$ cat config.mk
export PLATFORM = sky130hd
export DESIGN_NAME = dvp_camera_emulator
export DESIGN_NICKNAME = d
export VERILOG_FILES = /design/src/rtl/dvp_camera_emulator.sv
export SDC_FILE = /design/constraint.sdc
export NUM_CORES = 1
export LEC_CHECK = 0
export CORE_UTILIZATION = 55
export CTS_BUF_LIST = sky130_fd_sc_hd__clkbuf_16
export DETAILED_ROUTE_END_ITERATION = 16
export HOLD_SLACK_MARGIN = 0.12
export PLACE_DENSITY = 0.8
export SETUP_SLACK_MARGIN = 0.2
export SYNTH_ARGS = -nofsm -noshare
export SYNTH_HDL_FRONTEND = slang
export SYNTH_SLANG_ARGS = --single-unit
$ cat constraint.sdc
create_clock -name clk_pixel_in -period 4.9 [get_ports clk_pixel_in]
set_input_delay 0.98 -clock clk_pixel_in [delete_from_list [all_inputs] [get_ports clk_pixel_in]]
set_output_delay 0.98 -clock clk_pixel_in [all_outputs]
set_load 0.02 [all_outputs]
$ cat src/rtl/dvp_camera_emulator.sv
// DVP (OV7670-style) camera transmitter: serialises a 16-bit pixel stream into
// pclk/vsync/href/data with programmable line and frame timing.
module dvp_camera_emulator #(
    parameter int CLK_DIV       = 8,
    parameter int H_ACTIVE      = 320,
    parameter int V_ACTIVE      = 240,
    parameter int H_BLANK       = 144,
    parameter int VSYNC_LINES   = 3,
    parameter int V_FRONT_LINES = 17,
    parameter int V_BACK_LINES  = 10
) (
    input  logic        clk_pixel_in,
    input  logic        rst_n_in,
    input  logic        enable_in,
    input  logic [15:0] pixel_in,
    input  logic        pixel_valid_in,
    input  logic        pixel_sof_in,
    output logic        pixel_ready_out,
    output logic        cam_pclk_out,
    output logic        cam_vsync_out,
    output logic        cam_href_out,
    output logic [7:0]  cam_data_out,
    output logic        frame_start_out,
    output logic        underflow_out,
    output logic        sof_error_out
);

    localparam int LINE_PCLKS = 2 * H_ACTIVE + H_BLANK;
    localparam int HREF_PCLKS = 2 * H_ACTIVE;
    localparam int MAX_A      = (VSYNC_LINES > V_FRONT_LINES) ? VSYNC_LINES : V_FRONT_LINES;
    localparam int MAX_B      = (V_ACTIVE > V_BACK_LINES) ? V_ACTIVE : V_BACK_LINES;
    localparam int MAX_LINES  = (MAX_A > MAX_B) ? MAX_A : MAX_B;
    localparam int DIV_W      = $clog2(CLK_DIV);
    localparam int H_W        = $clog2(LINE_PCLKS + 1);
    localparam int V_W        = $clog2(MAX_LINES + 1);

    typedef enum logic [2:0] {
        IDLE,
        VSYNC,
        VFRONT,
        ACTIVE,
        VBACK
    } state_t;

    state_t           state_reg;
    state_t           state_next;
    logic [DIV_W-1:0] div_cnt_reg;
    logic             pclk_reg;
    logic             fall_tick;
    logic [H_W-1:0]   hcnt_reg;
    logic [H_W-1:0]   hcnt_next;
    logic [V_W-1:0]   vcnt_reg;
    logic [V_W-1:0]   vcnt_next;
    logic [V_W-1:0]   phase_last;
    logic             line_end;
    logic             phase_end;
    logic             href_next;
    logic             fetch;
    logic             sof_slot;
    logic             vsync_reg;
    logic             href_reg;
    logic [7:0]       data_reg;
    logic [7:0]       lo_byte_reg;
    logic             frame_start_reg;
    logic             underflow_reg;
    logic             sof_error_reg;

    // Free-running divider; pclk falls on the same edge that updates the pins.
    assign fall_tick = (div_cnt_reg == '0);

    always_ff @(posedge clk_pixel_in) begin
        if (!rst_n_in) begin
            div_cnt_reg <= '0;
            pclk_reg    <= 1'b0;
        end else begin
            div_cnt_reg <= (div_cnt_reg == DIV_W'(CLK_DIV - 1)) ? '0 : div_cnt_reg + 1'b1;
            pclk_reg    <= (div_cnt_reg >= DIV_W'(CLK_DIV / 2));
        end
    end

    always_ff @(posedge clk_pixel_in) begin
        if (!rst_n_in) begin
            state_reg <= IDLE;
            hcnt_reg  <= '0;
            vcnt_reg  <= '0;
        end else if (fall_tick) begin
            state_reg <= state_next;
            hcnt_reg  <= hcnt_next;
            vcnt_reg  <= vcnt_next;
        end
    end

    always_comb begin
        phase_last = '0;
        case (state_reg)
            VSYNC:   phase_last = V_W'(VSYNC_LINES - 1);
            VFRONT:  phase_last = V_W'(V_FRONT_LINES - 1);
            ACTIVE:  phase_last = V_W'(V_ACTIVE - 1);
            VBACK:   phase_last = V_W'(V_BACK_LINES - 1);
            default: phase_last = '0;
        endcase
    end

    assign line_end  = (hcnt_reg == H_W'(LINE_PCLKS - 1));
    assign phase_end = line_end && (vcnt_reg == phase_last);

    always_comb begin
        state_next = state_reg;
        hcnt_next  = hcnt_reg;
        vcnt_next  = vcnt_reg;
        if (state_reg == IDLE) begin
            hcnt_next = '0;
            vcnt_next = '0;
            if (enable_in) begin
                state_next = VSYNC;
            end
        end else begin
            hcnt_next = line_end ? '0 : hcnt_reg + 1'b1;
            if (line_end) begin
                vcnt_next = phase_end ? '0 : vcnt_reg + 1'b1;
            end
            if (phase_end) begin
                case (state_reg)
                    VSYNC:   state_next = VFRONT;
                    VFRONT:  state_next = ACTIVE;
                    ACTIVE:  state_next = VBACK;
                    VBACK:   state_next = enable_in ? VSYNC : IDLE;
                    default: state_next = IDLE;
                endcase
            end
        end
    end

    // Everything below describes the pclk period that begins at this fall tick.
    assign href_next = (state_next == ACTIVE) && (hcnt_next < H_W'(HREF_PCLKS));
    assign fetch     = href_next && !hcnt_next[0];
    assign sof_slot  = (vcnt_next == '0) && (hcnt_next == '0);

    assign pixel_ready_out = fall_tick && fetch;

    always_ff @(posedge clk_pixel_in) begin
        if (!rst_n_in) begin
            vsync_reg       <= 1'b1;
            href_reg        <= 1'b0;
            data_reg        <= 8'h00;
            lo_byte_reg     <= 8'h00;
            frame_start_reg <= 1'b0;
            underflow_reg   <= 1'b0;
            sof_error_reg   <= 1'b0;
        end else begin
            frame_start_reg <= 1'b0;
            if (fall_tick) begin
                vsync_reg       <= (state_next == IDLE) || (state_next == VSYNC);
                href_reg        <= href_next;
                frame_start_reg <= (state_reg == VSYNC) && (state_next == VFRONT);
                if (fetch) begin
                    if (pixel_valid_in) begin
                        data_reg    <= pixel_in[15:8];
                        lo_byte_reg <= pixel_in[7:0];
                        if (pixel_sof_in != sof_slot) begin
                            sof_error_reg <= 1'b1;
                        end
                    end else begin
                        // Missing pixel goes out as zeros so later pixels stay aligned.
                        data_reg      <= 8'h00;
                        lo_byte_reg   <= 8'h00;
                        underflow_reg <= 1'b1;
                    end
                end else if (href_next) begin
                    data_reg <= lo_byte_reg;
                end else begin
                    data_reg <= 8'h00;
                end
            end
        end
    end

    assign cam_pclk_out    = pclk_reg;
    assign cam_vsync_out   = vsync_reg;
    assign cam_href_out    = href_reg;
    assign cam_data_out    = data_reg;
    assign frame_start_out = frame_start_reg;
    assign underflow_out   = underflow_reg;
    assign sof_error_out   = sof_error_reg;

endmodule

After elaboration in Yosys (flattened, before gate mapping)
Cells that the tools add are included.

operators by class
  add/sub/neg operators = 3
  order comparisons = 2
  equality and inequality tests = 11
  muxes and demuxes = 15
  bitwise gates (word level) = 2
  reduce and logical (&&, ||, !) cells = 18

operator list
  operator                                            count
  2-to-1 mux 8 bit                                    7
  one-hot mux 8 bit (4 select lines)                  1
  2-to-1 mux 10 bit                                   2
  == test 3 x 2 -> 1 bit, second input constant       4
  one-hot mux 3 bit (4 select lines)                  1
  adder 10 x 1 -> 10 bit, second input constant       1
  == test 10 bit, second input constant               1
  logical NOT 10 bit                                  1
  less-than comparator 10 bit, second input constant  1
  logical NOT 3 bit                                   3
  2-to-1 mux 3 bit                                    3
  adder 8 x 1 -> 8 bit, second input constant         1
  == test 8 bit                                       1
  logical NOT 8 bit                                   1
  == test 3 x 1 -> 1 bit, second input constant       2
  == test 3 bit, second input constant                2
  logical AND 1 bit                                   6
  AND reduction 2 bit                                 2
  AND reduction 4 bit                                 1
  adder 3 x 1 -> 3 bit, second input constant         1
  >= comparator 3 bit, second input constant          1
  AND reduction 3 bit                                 1
  NOT 1 bit                                           2
  OR reduction 2 bit                                  1
  other kinds (4)                                     4

word-level totals
  register bits = 46
  bits of input ports = 21
  word-level logic and storage cells = 63

Depth between registers and ports, before layout
  word-level depth = 11
  mapped depth = 10
  mapped depth without buffers = 8

Worst setup path after synthesis
OpenSTA, ideal clock, no wires.

  path type = flip-flop to output port
  from = reg hcnt_reg[0]
  to = out pixel_ready_out
  arrival time = 2.246 ns
  slack = 1.674 ns
  cell stages (with the launch flop) = 9
  path buffers = 1
  cell sequence = dfxtp_1 > ha_1 > nand3_1 > nor3_2 > o211ai_2 > or3_4 > a211o_1 > buf_6 > inv_1

between the ends
  cells in the longest elaborated chain, start to end = 8
  elaborated cells on any way between the ends = 13
  those cells by class = add/sub (1); order compare (1); eq/ne (2); mux (4); reduce/logical (5)

RTL lines
  element                                                         RTL line  RTL
  start: declaration                                              50        logic [H_W-1:0] hcnt_reg;
  start signal: assignment                                        88        hcnt_reg <= hcnt_next;
  branches (longest 6 deep; another with adder 10 x 1 -> 10 bit)  -
  logical AND 1 bit (*)                                           136       assign fetch = href_next && !hcnt_next[0];
  logical AND 1 bit (*)                                           139       assign pixel_ready_out = fall_tick && fetch;
  end: declaration                                                18        output logic pixel_ready_out,

Every way passes the cells marked *.

Final worst setup path
Ends and elaborated chain as after synthesis.

==> results.yml <==
final_layout:
  final_cells: 405
  final_design_utilization_pct: 68.79
  layout.nets: 378
  final_layout_size_suffix_gt1_share_pct: 5.099
  syn_to_final_growth_pct: 18.62
  largest_register_ff_count: 10
  diodes: 0
  most_frequent_cells_in_the_layout: "sky130_fd_sc_hd__nand2_1 (46), sky130_fd_sc_hd__dfxtp_1 (46), sky130_fd_sc_hd__clkdlybuf4s50_1 (35)"
clocking:
  cts.hold.buffers_added: 0
  cts-htree-levels: 2
  cts_tree: "done"
  worst_setup_hold_path_clk_slew_ns: 0.06
  clock_tree.root_cell: "sky130_fd_sc_hd__clkbuf_16"
  clkLatencyLatePin_ns: 0.29
  cts_inserted_buffers: 5
  cts_post_setup_buffers_inserted: 0
  cts-root-to-sink-buffers: 2
  cts_sinks: 46
  post_cts_resize_count: 0
grt:
  vias_in_the_first_global_route: 2311
  global_route_wire_length_before_repair_um: 10340
  globalRouteTotalUtil_pct: 25.72
  grt_antenna_before_repair: 0
  globalRoute.totalOverflow: 0
  grt_max_degree: 40
synth:
  dominantRegCellSynth: "sky130_fd_sc_hd__dfxtp_1"
  postSynthAreaPerCell_um2: 7.805
  syn_area_um2: 2560
  async_reset_ff_share_pct: 0
  ys_warn_count: 0
  synth_enable_flop_cells: 0
  netlist-cell-type-count: 55
  mappedNetlistNets: 354
  synthesis.instances: 328
  synth-seq-area-share_pct: 35.97
  postSynthRegisterBits: 46
setup_path:
  worstPathBufferInverterCount: 3
  cp_max_fo: 13
  r2r.worst_path.cells: 9
  cp_cell_sequence: "ha_1 > nand3_1 > nor3_2 > buf_4 > o211ai_2 > or3_4 > a211o_1 > inv_1 > clkdlybuf4s50_1"
  slowest_stage: "sky130_fd_sc_hd__clkdlybuf4s50_1"
  cp_data_required_time_ns: 3.92
  worst-endpoint-arrival_ns: 3.37
  worstSetupPathDepth: 9
  cp-end-kind: "output pin"
  peak_per_stage_delay_on_the_critical_path_ns: 0.60
  path_class: "flip-flop to output pin"
  category_of_cells_accounting_for_the_largest_share_of_critical_path_delay: "buffers and inverters"
  cp-start-kind: "flip-flop"
drt:
  met1_layer_wirelength_in_the_final_routing_um: 2904
  dr.first_iter.drc_count: 183
  routed_wire_length_per_instance_um: 14.62
  wl_met3_um: 274
  drtAntennaViolNets: 0
  top_layer_used: "met4"
  route.detailed.vias_per_inst: 6.062
  drc: 0
  route.met2.wl_um: 2662
  totalWireLength_um: 5922
  detailroute.via_count: 2455
  drt_first_pass_iters: 5
placed_design:
  post-dp-hpwl_um: 3971
  placedCellCount: 397
  portBuffers: 35
  dp_worst_setup_slack_ns: 0.8814
  finalWeightedCongestion: 0.8336
pwr:
  total_power_mw: 0.8055
  static_leakage_nw: 1.074
  peakVddDrop_uv: 197.4
  cellPowerDensity_nw_per_um2: 265.3
timing:
  slew-limit-headroom_pct: 40.33
  timing.final.crit_period_ns: 4.353
  worst_clock_skew_ns: 0.003755
  rsz_0062_raised_after_global_routing: "no"
  finalWorstSetupSlack_ns: 0.5472
  timing_worst_slew_pin_value_ns: 0.8951
  finalSetupViolCount: 0
  post-route-period-util_pct: 88.83
  totalNegativeSetupSlack_ns: 0
  final-hold-violation-count: 0
  achievable-frequency_mhz: 229.7
  timing.final.max_slew_violations: 0
run_status:
  run_status: "finished clean"
die:
  floorplan.die.width_um: 70.23
  coreArea_um2: 4414
  boundary_pins: 36
  die_area_um2: 4932
  chipHeight_um: 70.23
  initial_utilization_pct: 57.99
  number_of_cell_rows: 24
min_path:
  hp-class: "flip-flop to flip-flop"
  holdPathStages: 2
job:
  drv_cap: 0
==> per-stage QoR <==
stage / instance area (µm²) / hold WS, ns
2_1_floorplan: 2560 / 0.4270
3_3_place_gp: 2899 / 0.4417
3_5_place_dp: 2899 / 0.4488
4_1_cts: 3037 / 0.4588
5_1_grt: 3037 / 0.4674
6_report: 3037 / 0.4561
==> cell type report <==
cell class,instances,area [µm²]
multi-input cells,254,1506
fillers,363,1378
flip-flops and latches,46,920.9
repair buffers,40,387.9
clock buffers,5,125.1
well taps,52,65.06
inverters,5,18.77
clock inverters,3,12.51
==> where the power goes <==
group          internal (mW)  switching, mW  total (mW)
Combinational         0.0401         0.0599       0.100
Clock                  0.184          0.137       0.321
Sequential             0.379        0.00552       0.384
==> layer usage <==
metal / track usage [%] / vias to the layer above
met5: 0 / -
met4: 8.444 / 0
met3: 3.608 / 8
met2: 39.89 / 65
met1: 36.63 / 1145
li1: - / 1237
==> cells in the mapped netlist (2+ instances only) <==
| cell | n | area, µm² |
|---|---|---|
| sky130_fd_sc_hd__dfxtp_1 | 46 | 920.9 |
| sky130_fd_sc_hd__nand2_1 | 46 | 172.7 |
| sky130_fd_sc_hd__a21oi_1 | 34 | 170.2 |
| sky130_fd_sc_hd__nor2_1 | 27 | 101.4 |
| sky130_fd_sc_hd__o21ai_0 | 26 | 130.1 |
| sky130_fd_sc_hd__clkbuf_1 | 16 | 60.06 |
| sky130_fd_sc_hd__a22oi_1 | 9 | 67.56 |
| sky130_fd_sc_hd__nand4b_1 | 9 | 78.83 |
| sky130_fd_sc_hd__or3_1 | 9 | 56.30 |
| sky130_fd_sc_hd__nand3_1 | 8 | 40.04 |
| sky130_fd_sc_hd__nor3_1 | 7 | 35.03 |
| sky130_fd_sc_hd__nor3b_1 | 6 | 45.04 |
| sky130_fd_sc_hd__ha_1 | 5 | 62.56 |
| sky130_fd_sc_hd__and2_1 | 4 | 25.02 |
| sky130_fd_sc_hd__and3_1 | 4 | 25.02 |
| sky130_fd_sc_hd__and4_1 | 4 | 35.03 |
| sky130_fd_sc_hd__buf_2 | 4 | 20.02 |
| sky130_fd_sc_hd__inv_1 | 4 | 15.01 |
| sky130_fd_sc_hd__nand3b_1 | 4 | 30.03 |
| sky130_fd_sc_hd__nand4_1 | 4 | 25.02 |
| sky130_fd_sc_hd__xnor2_1 | 4 | 35.03 |
| sky130_fd_sc_hd__a211o_1 | 3 | 26.28 |
| sky130_fd_sc_hd__buf_6 | 3 | 33.78 |
| sky130_fd_sc_hd__nor2b_1 | 3 | 18.77 |
| sky130_fd_sc_hd__nor4_1 | 3 | 18.77 |
| sky130_fd_sc_hd__a32oi_1 | 2 | 17.52 |
| sky130_fd_sc_hd__mux2i_1 | 2 | 20.02 |
| sky130_fd_sc_hd__nand2b_1 | 2 | 12.51 |
| sky130_fd_sc_hd__o31a_1 | 2 | 17.52 |
| sky130_fd_sc_hd__o31ai_1 | 2 | 15.01 |
| sky130_fd_sc_hd__xor2_1 | 2 | 17.52 |
==> cell families after synthesis <==
group,count (synthesis),share of synthesized area (%)
xor gates and xnor gates,6,2.053
adders and majority gates,5,2.444
DFF,46,35.97
buffers and inverters,28,5.181
and+or+nand+nor,149,31.09
muxes,2,0.7820
AOI/OAI and AO/OA,92,22.48
==> worst min-delay path: cells and delay by family, from the launching register on <==
kind             cells  cell delay, ns
AND/OR/NAND/NOR      1            0.05
flip-flops           1            0.31
AO/OA/AOI/OAI        1            0.05
==> path summary, 6_finish.rpt <==
kind                               startpoint                          end  slack [ns]
setup / recovery     hcnt_reg[0]$_SDFFE_PN0N_              pixel_ready_out        0.55
setup reg to reg     hcnt_reg[0]$_SDFFE_PN0N_   sof_error_out$_SDFFE_PN0P_        2.07
hold / removal    lo_byte_reg[7]$_SDFFE_PN0P_  lo_byte_reg[7]$_SDFFE_PN0P_        0.46
hold reg to reg   lo_byte_reg[7]$_SDFFE_PN0P_  lo_byte_reg[7]$_SDFFE_PN0P_        0.46
No activity file was read; power rests on OpenSTA's default activity.
